<file path="src/rtl/div_issue_ctrl.sv">
// div_issue_ctrl: EX-side issue/writeback sequencer for the iterative divider.
// Holds one DIV/REM op, drains it safely on flush and watches for a hung divider.
module div_issue_ctrl #(
    parameter int XLEN        = 32,
    parameter int TIMEOUT_CYC = 64,
    parameter int TCNT_W      = 7
) (
    input  logic            clk,
    input  logic            rst_n,
    input  logic            req_valid_i,
    output logic            req_ready_o,
    input  logic [2:0]      req_op_i,
    input  logic [XLEN-1:0] req_rs1_i,
    input  logic [XLEN-1:0] req_rs2_i,
    input  logic [4:0]      req_rd_i,
    input  logic            flush_i,
    output logic            stall_o,
    output logic            div_start_o,
    output logic [2:0]      div_op_o,
    output logic [XLEN-1:0] div_dividend_o,
    output logic [XLEN-1:0] div_divisor_o,
    input  logic [XLEN-1:0] div_result_i,
    input  logic            div_res_valid_i,
    output logic            div_res_ready_o,
    output logic            wb_valid_o,
    input  logic            wb_ready_i,
    output logic [4:0]      wb_rd_o,
    output logic [XLEN-1:0] wb_data_o,
    output logic            timeout_err_o
);

    localparam logic [1:0] S_IDLE  = 2'd0;
    localparam logic [1:0] S_RUN   = 2'd1;
    localparam logic [1:0] S_WB    = 2'd2;
    localparam logic [1:0] S_DRAIN = 2'd3;

    localparam logic [TCNT_W-1:0] TLIM = TCNT_W'(TIMEOUT_CYC - 1);
    localparam logic [TCNT_W-1:0] TMAX = TCNT_W'(TIMEOUT_CYC);

    logic [1:0]        state_q;
    logic [1:0]        state_d;
    logic [2:0]        op_q;
    logic [XLEN-1:0]   rs1_q;
    logic [XLEN-1:0]   rs2_q;
    logic [4:0]        rd_q;
    logic [XLEN-1:0]   data_q;
    logic [TCNT_W-1:0] tcnt_q;
    logic              terr_q;

    logic in_idle;
    logic in_run;
    logic in_wb;
    logic in_drain;
    logic busy;
    logic accept;
    logic to_drain;

    assign in_idle  = (state_q == S_IDLE);
    assign in_run   = (state_q == S_RUN);
    assign in_wb    = (state_q == S_WB);
    assign in_drain = (state_q == S_DRAIN);
    assign busy     = in_run | in_drain;
    assign accept   = in_idle & req_valid_i & ~flush_i;
    assign to_drain = in_run & flush_i & ~div_res_valid_i;

    // A flush that coincides with the result retires it here and skips DRAIN,
    // since the divider will not present another valid for this op.
    always_comb begin
        state_d = state_q;
        unique case (1'b1)
            in_idle: begin
                if (accept) state_d = S_RUN;
            end
            in_run: begin
                if (div_res_valid_i) state_d = flush_i ? S_IDLE : S_WB;
                else if (flush_i)    state_d = S_DRAIN;
            end
            in_wb: begin
                if (flush_i || wb_ready_i) state_d = S_IDLE;
            end
            in_drain: begin
                if (div_res_valid_i) state_d = S_IDLE;
            end
            default: state_d = S_IDLE;
        endcase
    end

    always_ff @(posedge clk or negedge rst_n) begin
        if (!rst_n) begin
            state_q <= S_IDLE;
            op_q    <= '0;
            rs1_q   <= '0;
            rs2_q   <= '0;
            rd_q    <= '0;
            data_q  <= '0;
            tcnt_q  <= '0;
            terr_q  <= 1'b0;
        end else begin
            state_q <= state_d;
            if (accept) begin
                op_q  <= req_op_i;
                rs1_q <= req_rs1_i;
                rs2_q <= req_rs2_i;
                rd_q  <= req_rd_i;
            end
            if (in_run && div_res_valid_i && !flush_i) begin
                data_q <= div_result_i;
            end
            // Watchdog saturates at TMAX so it cannot wrap and re-arm.
            if (accept || to_drain) begin
                tcnt_q <= '0;
            end else if (busy && tcnt_q != TMAX) begin
                tcnt_q <= tcnt_q + 1'b1;
            end
            if (busy && !div_res_valid_i && tcnt_q == TLIM) begin
                terr_q <= 1'b1;
            end
        end
    end

    assign req_ready_o     = in_idle;
    assign stall_o         = in_run | in_wb | accept;
    assign div_start_o     = busy;
    assign div_op_o        = op_q;
    assign div_dividend_o  = rs1_q;
    assign div_divisor_o   = rs2_q;
    assign div_res_ready_o = busy & div_res_valid_i;
    assign wb_valid_o      = in_wb;
    assign wb_rd_o         = rd_q;
    assign wb_data_o       = data_q;
    assign timeout_err_o   = terr_q;

endmodule
</file>
<file path="config.mk">
export PLATFORM = sky130hd
export DESIGN_NAME = div_issue_ctrl
export DESIGN_NICKNAME = d
export VERILOG_FILES = /design/src/rtl/div_issue_ctrl.sv
export SDC_FILE = /design/constraint.sdc
export NUM_CORES = 1
export LEC_CHECK = 0
export CAP_MARGIN = 20
export CORE_MARGIN = 2
export CORE_UTILIZATION = 42
export CTS_BUF_LIST = sky130_fd_sc_hd__clkbuf_4 sky130_fd_sc_hd__clkbuf_8
export DETAILED_ROUTE_END_ITERATION = 12
export GPL_ROUTABILITY_DRIVEN = 0
export GPL_TIMING_DRIVEN = 0
export PLACE_DENSITY = 0.89
export SLEW_MARGIN = 20
export SYNTH_ARGS = -nofsm -noshare
export SYNTH_HDL_FRONTEND = slang
export SYNTH_SLANG_ARGS = --single-unit
</file>
<file path="constraint.sdc">
create_clock -name clk -period 2.4 [get_ports clk]
set_clock_uncertainty 0.2 [all_clocks]
set_input_delay 0.24 -clock clk [delete_from_list [all_inputs] [get_ports clk]]
set_output_delay 0.24 -clock clk [all_outputs]
set_load 0.05 [all_outputs]
</file>
* After elaboration in Yosys (flattened, before gate mapping)
Index checks and enable logic that the tools add are counted.
** Storage, ports and cells
- Bits of input ports :: 110
- Register bits :: 114
- Output and inout bits :: 110
- Logic and storage cells :: 49
** Operators by class
- Mux-type cells :: 9
- $add $sub $neg :: 1
- Reductions and logical operators :: 12
- Bitwise gates (word level) :: 10
- Equal/unequal tests :: 9
** Operator list (number)
- $mux W7 :: 2
- $mux W2 :: 6
- $pmux W2 S4 :: 1
- $add A7 B1 Y7 const B :: 1
- $eq A7 B6 Y1 const B :: 1
- $ne A7 B7 Y1 const B :: 1
- $and A1 B1 Y1 :: 5
- $logic_and A1 B1 Y1 :: 5
- $eq A2 B2 Y1 const B :: 2
- $ne A2 B1 Y1 const B :: 2
- $reduce_and A4 Y1 :: 1
- $ne A3 B3 Y1 const B :: 1
- $or A1 B1 Y1 :: 3
- $eq A2 B1 Y1 const B :: 1
- $logic_not A1 Y1 :: 2
- $logic_not A2 Y1 :: 1
- $logic_or A1 B1 Y1 :: 2
- $ne A2 B2 Y1 const B :: 1
- $not A1 Y1 :: 2
- $reduce_bool A2 Y1 :: 1

* Longest topological paths before layout
Gate-level depths: netlist of the first run.
- Depth in word-level cells :: 5
- Depth in mapped cells :: 7
- Mapped depth without buffers :: 7

* Least setup slack after synthesis of the first run
No wires, ideal clock.
- Kind :: register -> output
- Start :: register state_q[0]
- End :: output port stall_o
- Path buffers :: 2
- Data arrival time :: 1.866 ns
- Slack :: 0.094 ns
- Required time :: 1.960 ns
- Stages on the path, launching flop included :: 7
- Cell sequence :: dfrtp_1 inv_1 ha_1 nand3b_1 buf_4 buf_6 nand2b_1
** Between the ends
- Word-level cells in the longest chain between the ends :: 4
- Elaborated cells between the ends (all ways) :: 7
- Those cells by class :: eq/ne: 2; bitwise: 4; reduce/logical: 1
** Ends and longest elaborated chain
- start: declaration :: line 40 : logic [1:0] state_q;
- start signal: assignment :: line 99 : state_q <= state_d;
- $logic_not A2 Y1 :: line 58 : assign in_idle = (state_q == S_IDLE);
- named net req_ready_o :: line 11 : output logic req_ready_o,
- $and A1 B1 Y1 (2 in a row) :: line 63 : assign accept = in_idle & req_valid_i & ~flush_i;
- $or A1 B1 Y1 :: line 122 : assign stall_o = in_run | in_wb | accept;
- end: declaration :: line 17 : output logic stall_o,
The timed path passes the listed nets, and every way through them passes these cells.

* Final worst setup path of the first run
- Start :: register state_q[0]
- End :: output port stall_o
** Between the ends
- Word-level cells in the longest chain between the ends :: 4
- Elaborated cells between the ends (all ways) :: 7
- Those cells by class :: eq/ne: 2; bitwise: 4; reduce/logical: 1
** Ends and longest elaborated chain (line)
- $logic_not A2 Y1 :: 58
- $and A1 B1 Y1 (2 in a row) :: 63
- $or A1 B1 Y1 * :: 122
Mark *: on every way between the ends. The rest lies on a longest branch, timed or not.

==> results of run 1 <==
[cell usage in the layout, fill, tap and decap left out, types with 2 or more instances in the layout]
cell type / synthesis / layout
nor2_1: 8 / 8
dfrtp_1: 114 / 114
mux2_1: 13 / 13
buf_6: 6 / 8
buf_4: 1 / 3
buf_2: 4 / 4
nand2b_1: 2 / 2
xor2_1: 3 / 3
ha_1: 6 / 5
inv_1: 6 / 6
clkdlybuf4s50_1: 0 / 214
clkinvlp_4: 0 / 3
nand2_1: 5 / 5
clkinv_2: 0 / 2
o21ai_0: 2 / 2
nand3_1: 2 / 2
mux2_2: 91 / 91
nor2b_1: 2 / 2
nand4_1: 3 / 3
bufinv_16: 0 / 5
xnor2_1: 2 / 2
dlygate4sd2_1: 0 / 2
clkbuf_8: 0 / 19
mux2i_1: 2 / 2
nand3b_1: 3 / 3
[where the power goes]
part	switching, mW	internal (mW)	total, mW
clock network	0.747	1.29	2.03
logic	4.46	2.57	7.03
registers	0.497	2.86	3.36
total	5.70	6.72	12.4
[kinds of logic after synthesis]
group,after synthesis,share of synthesized area [%]
compound gates,7,1.03
xor+xnor,5,0.975
fa+ha+maj,6,1.67
buf+inv,18,2.70
flops,114,63.5
mux,106,26.5
simple gates,30,3.59
[sequential cells by signal, summed over array words and instances (netlist names)]
signal	count
tcnt_q	7
wb_rd_o	5
div_divisor_o	32
div_dividend_o	32
wb_data_o	32
timeout_err_o	1
state_q	2
div_op_o	3
[worst paths after layout]
check / startpoint / slack (ps) / cells past startpoint / to
min in group clk: req_rs2_i[4] / 210 / 2 / div_divisor_o[4]$_DFFE_PN0P_
max reg2reg: state_q[0]$_DFFE_PN0P_ / 400 / 7 / div_op_o[0]$_DFFE_PN0P_
min reg2reg: timeout_err_o$_DFFE_PN0P_ / 280 / 2 / timeout_err_o$_DFFE_PN0P_
min: rst_n / 140 / 2 / div_dividend_o[8]$_DFFE_PN0P_
max in group asynchronous: rst_n / 1200 / 3 / wb_data_o[25]$_DFFE_PN0P_
max: state_q[0]$_DFFE_PN0P_ / 140 / 7 / stall_o
[stage by stage]
step | util (%) | instances | hold WS [ps] | worst slack, ps
detailed placement | 66.4 | 642 | 15.5 | -213
global route | 70.9 | 675 | 154 | 4.24
floorplan | - | 286 | -256 | 93.9
global placement | 66.1 | 641 | 254 | -3320
CTS | 70.8 | 673 | 141 | -157
finish | 70.9 | 675 | 135 | 139
[layer usage]
metal  up-vias  track usage, %
met5         -               0
met4         0            8.52
met3        22            8.05
met2       161            34.6
met1      1597            20.1
li1       1482               -
[worst reg2reg max path, cell delays in order (launching register included)]
cell	delay [ps]
dfrtp_1	420
inv_1	110
ha_2	220
nand3b_1	110
buf_6	140
buf_4	170
buf_6	160
mux2_1	340
[layout make-up]
cell class,instances,area [µm²],area share (%)
flip-flops and latches,114,2850,38.8
repair buffers,223,2240,30.4
multi-input cells,154,1520,20.7
clock buffers,20,269,3.66
clock inverters,10,183,2.48
well taps,136,170,2.31
plain buffers,11,98.8,1.34
inverters,7,26.3,0.357
[timing repair]
action / in CTS / in global routing
gates resized for setup: 6 / 8
setup buffers: 0 / 2
endpoints found under the hold margin: 104 / 0
hold buffers: 1 / 0
endpoints found under the setup margin: 4 / 2
==> flow_metrics.env, run 1 <==
export IMPL_status="finished, final reports clean"
export IMPL_slew_viol_final=0
export IMPL_ys_types=30
export IMPL_async_flop_share_pct=100
export IMPL_clk_path_buf_depth=2
export IMPL_max_slew_margin_rel_pct=63.1
export IMPL_drcViolationCount=0
export IMPL_wl_um=11200
export IMPL_dpl_cell_area_mm2=0.00688
export IMPL_netlist_area_leader_share_pct=63.5
export IMPL_area_growth_pct=63.8
export IMPL_clkSinkCount=114
export IMPL_cp_max_fo=10
export IMPL_syn_avg_cell_area_um2=15.7
export IMPL_cts_buffers=17
export IMPL_synth_nets=402
export IMPL_firstDrtPassIters=4
export IMPL_grt_ovfl_total=0
export IMPL_maxUsedRoutingLayer="met4"
export IMPL_tns_ps=0
export IMPL_ant_nets=0
export IMPL_grt_pass1_vias=3569
export IMPL_slowest_delay_ps=420
export IMPL_drive_gt1_share_pct=26.5
export IMPL_yosys_top_cells_area="dfrtp_1 (64%), mux2_2 (23%), mux2_1 (3.3%)"
export IMPL_fin_nets=644
export IMPL_crit_type="reg -> out"
export IMPL_synth_seq_cells=114
export IMPL_std_cell_rows=37
export IMPL_drtIter0Drc=83
export IMPL_die_x_um=107
export IMPL_synth_common_cells="dfrtp_1 (114), mux2_2 (91), mux2_1 (13)"
export IMPL_crit_family="buffers and inverters"
export IMPL_p_per_area_mw_per_mm2=1690
export IMPL_yosysWarnings=0
export IMPL_grt_pass1_wl_um=17100
export IMPL_synthMostInstantiatedCell="dfrtp_1"
export IMPL_cp_required_ps=1960
export IMPL_arrival_ps=1820
export IMPL_worst_path_buf_inv=4
export IMPL_io_pins=220
export IMPL_start_kind="flip-flop"
export IMPL_total_power_mw=12.4
export IMPL_vdd_drop_max_uv=919
export IMPL_wl_met3_um=1050
export IMPL_cts_tree="done"
export IMPL_cts_root_buf="clkbuf_8"
export IMPL_vias=3262
export IMPL_max_cap_viol_count=0
export IMPL_hp_class="in -> async"
export IMPL_syn_area_mm2=0.00449
export IMPL_dp_hpwl_um=8590
export IMPL_ys_seq_area_share_pct=63.5
export IMPL_min_period_ps=2260
export IMPL_portBuffers=219
export IMPL_fin_area_mm2=0.00736
export IMPL_grt_max_degree=66
export IMPL_rsz0062_at_grt="false"
export IMPL_wl_met1_um=4060
export IMPL_crit_chain="inv_1 > ha_2 > nand3b_1 > buf_6 > buf_6 > nand2b_1 > buf_4"
export IMPL_initial_utilization_pct=43.3
export IMPL_fp_dieArea_mm2=0.0115
export IMPL_worst_setup_path_end_kind="output port"
export IMPL_core_area_mm2=0.0104
export IMPL_antenna_found_initial=0
export IMPL_wl_met2_um=5860
export IMPL_finalSetupViolCount=0
export IMPL_cellLeakagePower_nw=3.15
export IMPL_nFillCells=705
export IMPL_via_per_inst=4.83
export IMPL_wl_per_cell_um=16.6
export IMPL_path_clk_slew_ps=70
export IMPL_cpMostUsedCell="buf_6"
export IMPL_max_freq_mhz=442
export IMPL_synth_edff_count=0
export IMPL_yosysTopAreaCell="dfrtp_1"
export IMPL_hold_viol_final=0
export IMPL_die_h_um=107
export IMPL_track_usage_pct=19.5
export IMPL_cts_htree_levels=4
export IMPL_cp_slowest_cell="dfrtp_1"
export IMPL_finalCritPeriodShare_pct=94.2
export IMPL_synth_ff_type="dfrtp_1"
export IMPL_clk_latency_ps=420
export IMPL_worst_pin_slew_ps=552
export IMPL_n_antenna_cell=0
export IMPL_synth_cells=286
(Power assumes the default switching activity.)
==> run 2, diff against run 1 <==
--- a/config.mk
+++ b/config.mk
@@ -5,14 +5,13 @@
 export SDC_FILE = /design/constraint.sdc
 export NUM_CORES = 1
 export LEC_CHECK = 0
-export CAP_MARGIN = 20
 export CORE_MARGIN = 2
-export CORE_UTILIZATION = 42
+export CORE_UTILIZATION = 30
 export CTS_BUF_LIST = sky130_fd_sc_hd__clkbuf_4 sky130_fd_sc_hd__clkbuf_8
 export DETAILED_ROUTE_END_ITERATION = 12
 export GPL_ROUTABILITY_DRIVEN = 0
 export GPL_TIMING_DRIVEN = 0
-export PLACE_DENSITY = 0.89
+export PLACE_DENSITY = 0.68
 export SLEW_MARGIN = 20
 export SYNTH_ARGS = -nofsm -noshare
 export SYNTH_HDL_FRONTEND = slang
==> run 2 against run 1 <==
  * Critical path depth did not move
  * Via count fell by 1.7%
  * Global-route usage fell by 5.9 points
  * Sequential power barely moved
  * Die area rose by 38%
  * Final cell count rose by 7.1%
  * Combinational power fell by 0.6%
  * Core utilization fell by 20 points
  * Flip-flop and latch count did not move
  * Final area rose by 0.63%
  * Count of clock-buffer cells in the layout rose by 6
  * Sequential share of layout area fell by 0.24 points
==> flow_metrics.env, run 2 (synthesized netlist as in run 1, its figures left out) <==
export IMPL_r2r_cells=7
export IMPL_dp_slack_ps=-301
export IMPL_startpoint="state_q[0]$_DFFE_PN0P_"
export IMPL_numPlacedInstances=690
export IMPL_area_growth_pct=64.8
export IMPL_max_freq_mhz=441
export IMPL_drtIter0Drc=78
export IMPL_layout_commonest_cell="clkdlybuf4s50_1"
export IMPL_grt_pass1_wl_um=17100
export IMPL_worst_setup_path_end_kind="output port"
export IMPL_antenna_found_initial=0
export IMPL_cp_required_ps=1960
export IMPL_initial_utilization_pct=30.8
export IMPL_hold_viol_final=0
export IMPL_core_area_mm2=0.0146
export IMPL_clk_latency_ps=420
export IMPL_grt_pass1_vias=3395
export IMPL_fp_dieArea_mm2=0.0160
export IMPL_std_cell_rows=44
export IMPL_die_h_um=126
export IMPL_fin_nets=644
export IMPL_finalSetupViolCount=0
export IMPL_multiInputGateArea_mm2=0.00152
export IMPL_arrival_ps=1830
export IMPL_setup_ws_ps=134
export IMPL_start_kind="flip-flop"
export IMPL_final_cells=723
export IMPL_wl_met3_um=1130
export IMPL_max_slew_margin_rel_pct=64.0
export IMPL_hold_ws_ps=138
export IMPL_vias=3208
export IMPL_cts_root_buf="clkbuf_8"
export IMPL_portBuffers=219
export IMPL_path_clk_slew_ps=70
export IMPL_min_period_ps=2270
export IMPL_crit_type="reg -> out"
export IMPL_die_x_um=126
export IMPL_status="finished, final reports clean"
export IMPL_via_per_inst=4.44
export IMPL_layout_common_cells="clkdlybuf4s50_1 (214), dfrtp_1 (114), mux2_2 (91)"
export IMPL_vdd_drop_max_uv=1130
export IMPL_total_power_mw=12.3
export IMPL_hp_class="in -> async"
export IMPL_track_usage_pct=13.6
export IMPL_rr_startpoint="state_q[0]$_DFFE_PN0P_"
export IMPL_worst_pin_slew_ps=538
export IMPL_io_pins=220
export IMPL_maxUsedRoutingLayer="met4"
export IMPL_max_cap_viol_count=0
export IMPL_drcViolationCount=0
export IMPL_n_antenna_cell=0
export IMPL_nFillCells=1245
export IMPL_firstDrtPassIters=2
export IMPL_dp_hpwl_um=8030
export IMPL_grt_ovfl_total=0
export IMPL_worstSetupEndpoint="stall_o"
export IMPL_cts_tree="done"
export IMPL_clkSinkCount=114
export IMPL_cts_buffers=17
export IMPL_finalCritPeriodShare_pct=94.4
export IMPL_clk_path_buf_depth=2
export IMPL_r2r_end="div_dividend_o[18]$_DFFE_PN0P_"
export IMPL_fin_area_mm2=0.00740
export IMPL_cellLeakagePower_nw=3.16
export IMPL_wl_per_cell_um=15.1
export IMPL_r2r_slack_ps=380
export IMPL_grt_max_degree=64
export IMPL_ff_latch_area_mm2=0.00285
export IMPL_wl_met1_um=4430
export IMPL_cp_max_fo=10
export IMPL_dpl_cell_area_mm2=0.00694
export IMPL_drive_gt1_share_pct=26.5
export IMPL_slew_viol_final=0
export IMPL_p_per_area_mw_per_mm2=1660
export IMPL_wl_met2_um=4990
export IMPL_cts_htree_levels=4
export IMPL_ant_nets=0
export IMPL_wl_um=10900
run 2: changes by cell type in the layout (fill, tap and decap cells not counted):
| cell | previous run | this run |
|---|---|---|
| clkinv_2 | 2 | 1 |
| clkbuf_8 | 19 | 23 |
| buf_6 | 8 | 9 |
| bufinv_16 | 5 | 3 |
| clkbuf_4 | 1 | 3 |
| buf_4 | 3 | 2 |
| clkinvlp_4 | 3 | 0 |
run 2: cell type report:
class / count / share of cell area [%]
flip-flops and latches: 114 / 38.5
clock buffers: 26 / 4.58
plain buffers: 11 / 1.34
multi-input cells: 154 / 20.5
repair buffers: 223 / 30.3
inverters: 7 / 0.355
clock inverters: 4 / 1.28
well taps: 184 / 3.11
run 2: timing repair:
item / CTS / global route
pin swaps: 0 / 1
buffers inserted: 0 / 2
hold buffers: 1 / 0
resized for setup: 7 / 8
endpoints found under the setup margin: 4 / 2
endpoints found under the hold margin: 67 / 0
run 2: where the power goes:
group | internal [mW] | total [mW] | leakage (nW) | switching [mW]
Clock | 1.22 | 1.93 | 0.225 | 0.715
Combinational | 2.58 | 6.99 | 1.57 | 4.41
Sequential | 2.86 | 3.35 | 1.36 | 0.490
Total | 6.66 | 12.3 | 3.16 | 5.62
run 2: metal layers:
| metal | track usage (%) | vias up |
|---|---|---|
| met1 | 16.0 | 1545 |
| met3 | 7.25 | 24 |
| met5 | 0 | - |
| met4 | 6.79 | 0 |
| met2 | 20.3 | 158 |
| li1 | - | 1481 |
run 2: worst min-delay path by stage:
stage,startpoint,endpoint,slack (ps),cells after the start
global route,rst_n,wb_rd_o[3]$_DFFE_PN0P_,150,2
global placement,timeout_err_o$_DFFE_PN0P_,timeout_err_o$_DFFE_PN0P_,270,2
finish,rst_n,div_dividend_o[26]$_DFFE_PN0P_,140,2
floorplan,rst_n,div_dividend_o[0]$_DFFE_PN0P_,-260,0
CTS,rst_n,wb_rd_o[3]$_DFFE_PN0P_,130,2
detailed placement,rst_n,div_dividend_o[24]$_DFFE_PN0P_,20,1
run 2: metrics by stage:
step	setup TNS, ps	utilization [%]
6_report	0	50.7
5_1_grt	-7.33	50.7
4_1_cts	-213	50.6
3_5_place_dp	-301	47.6
3_3_place_gp	-393960	47.4
2_1_floorplan	0	-
run 2: worst max-delay path: stages, from the launching register on:
cell	delay (ps)
dfrtp_1	420
inv_1	120
ha_2	220
nand3b_1	110
buf_6	140
buf_6	140
nand2b_1	90
buf_6	160
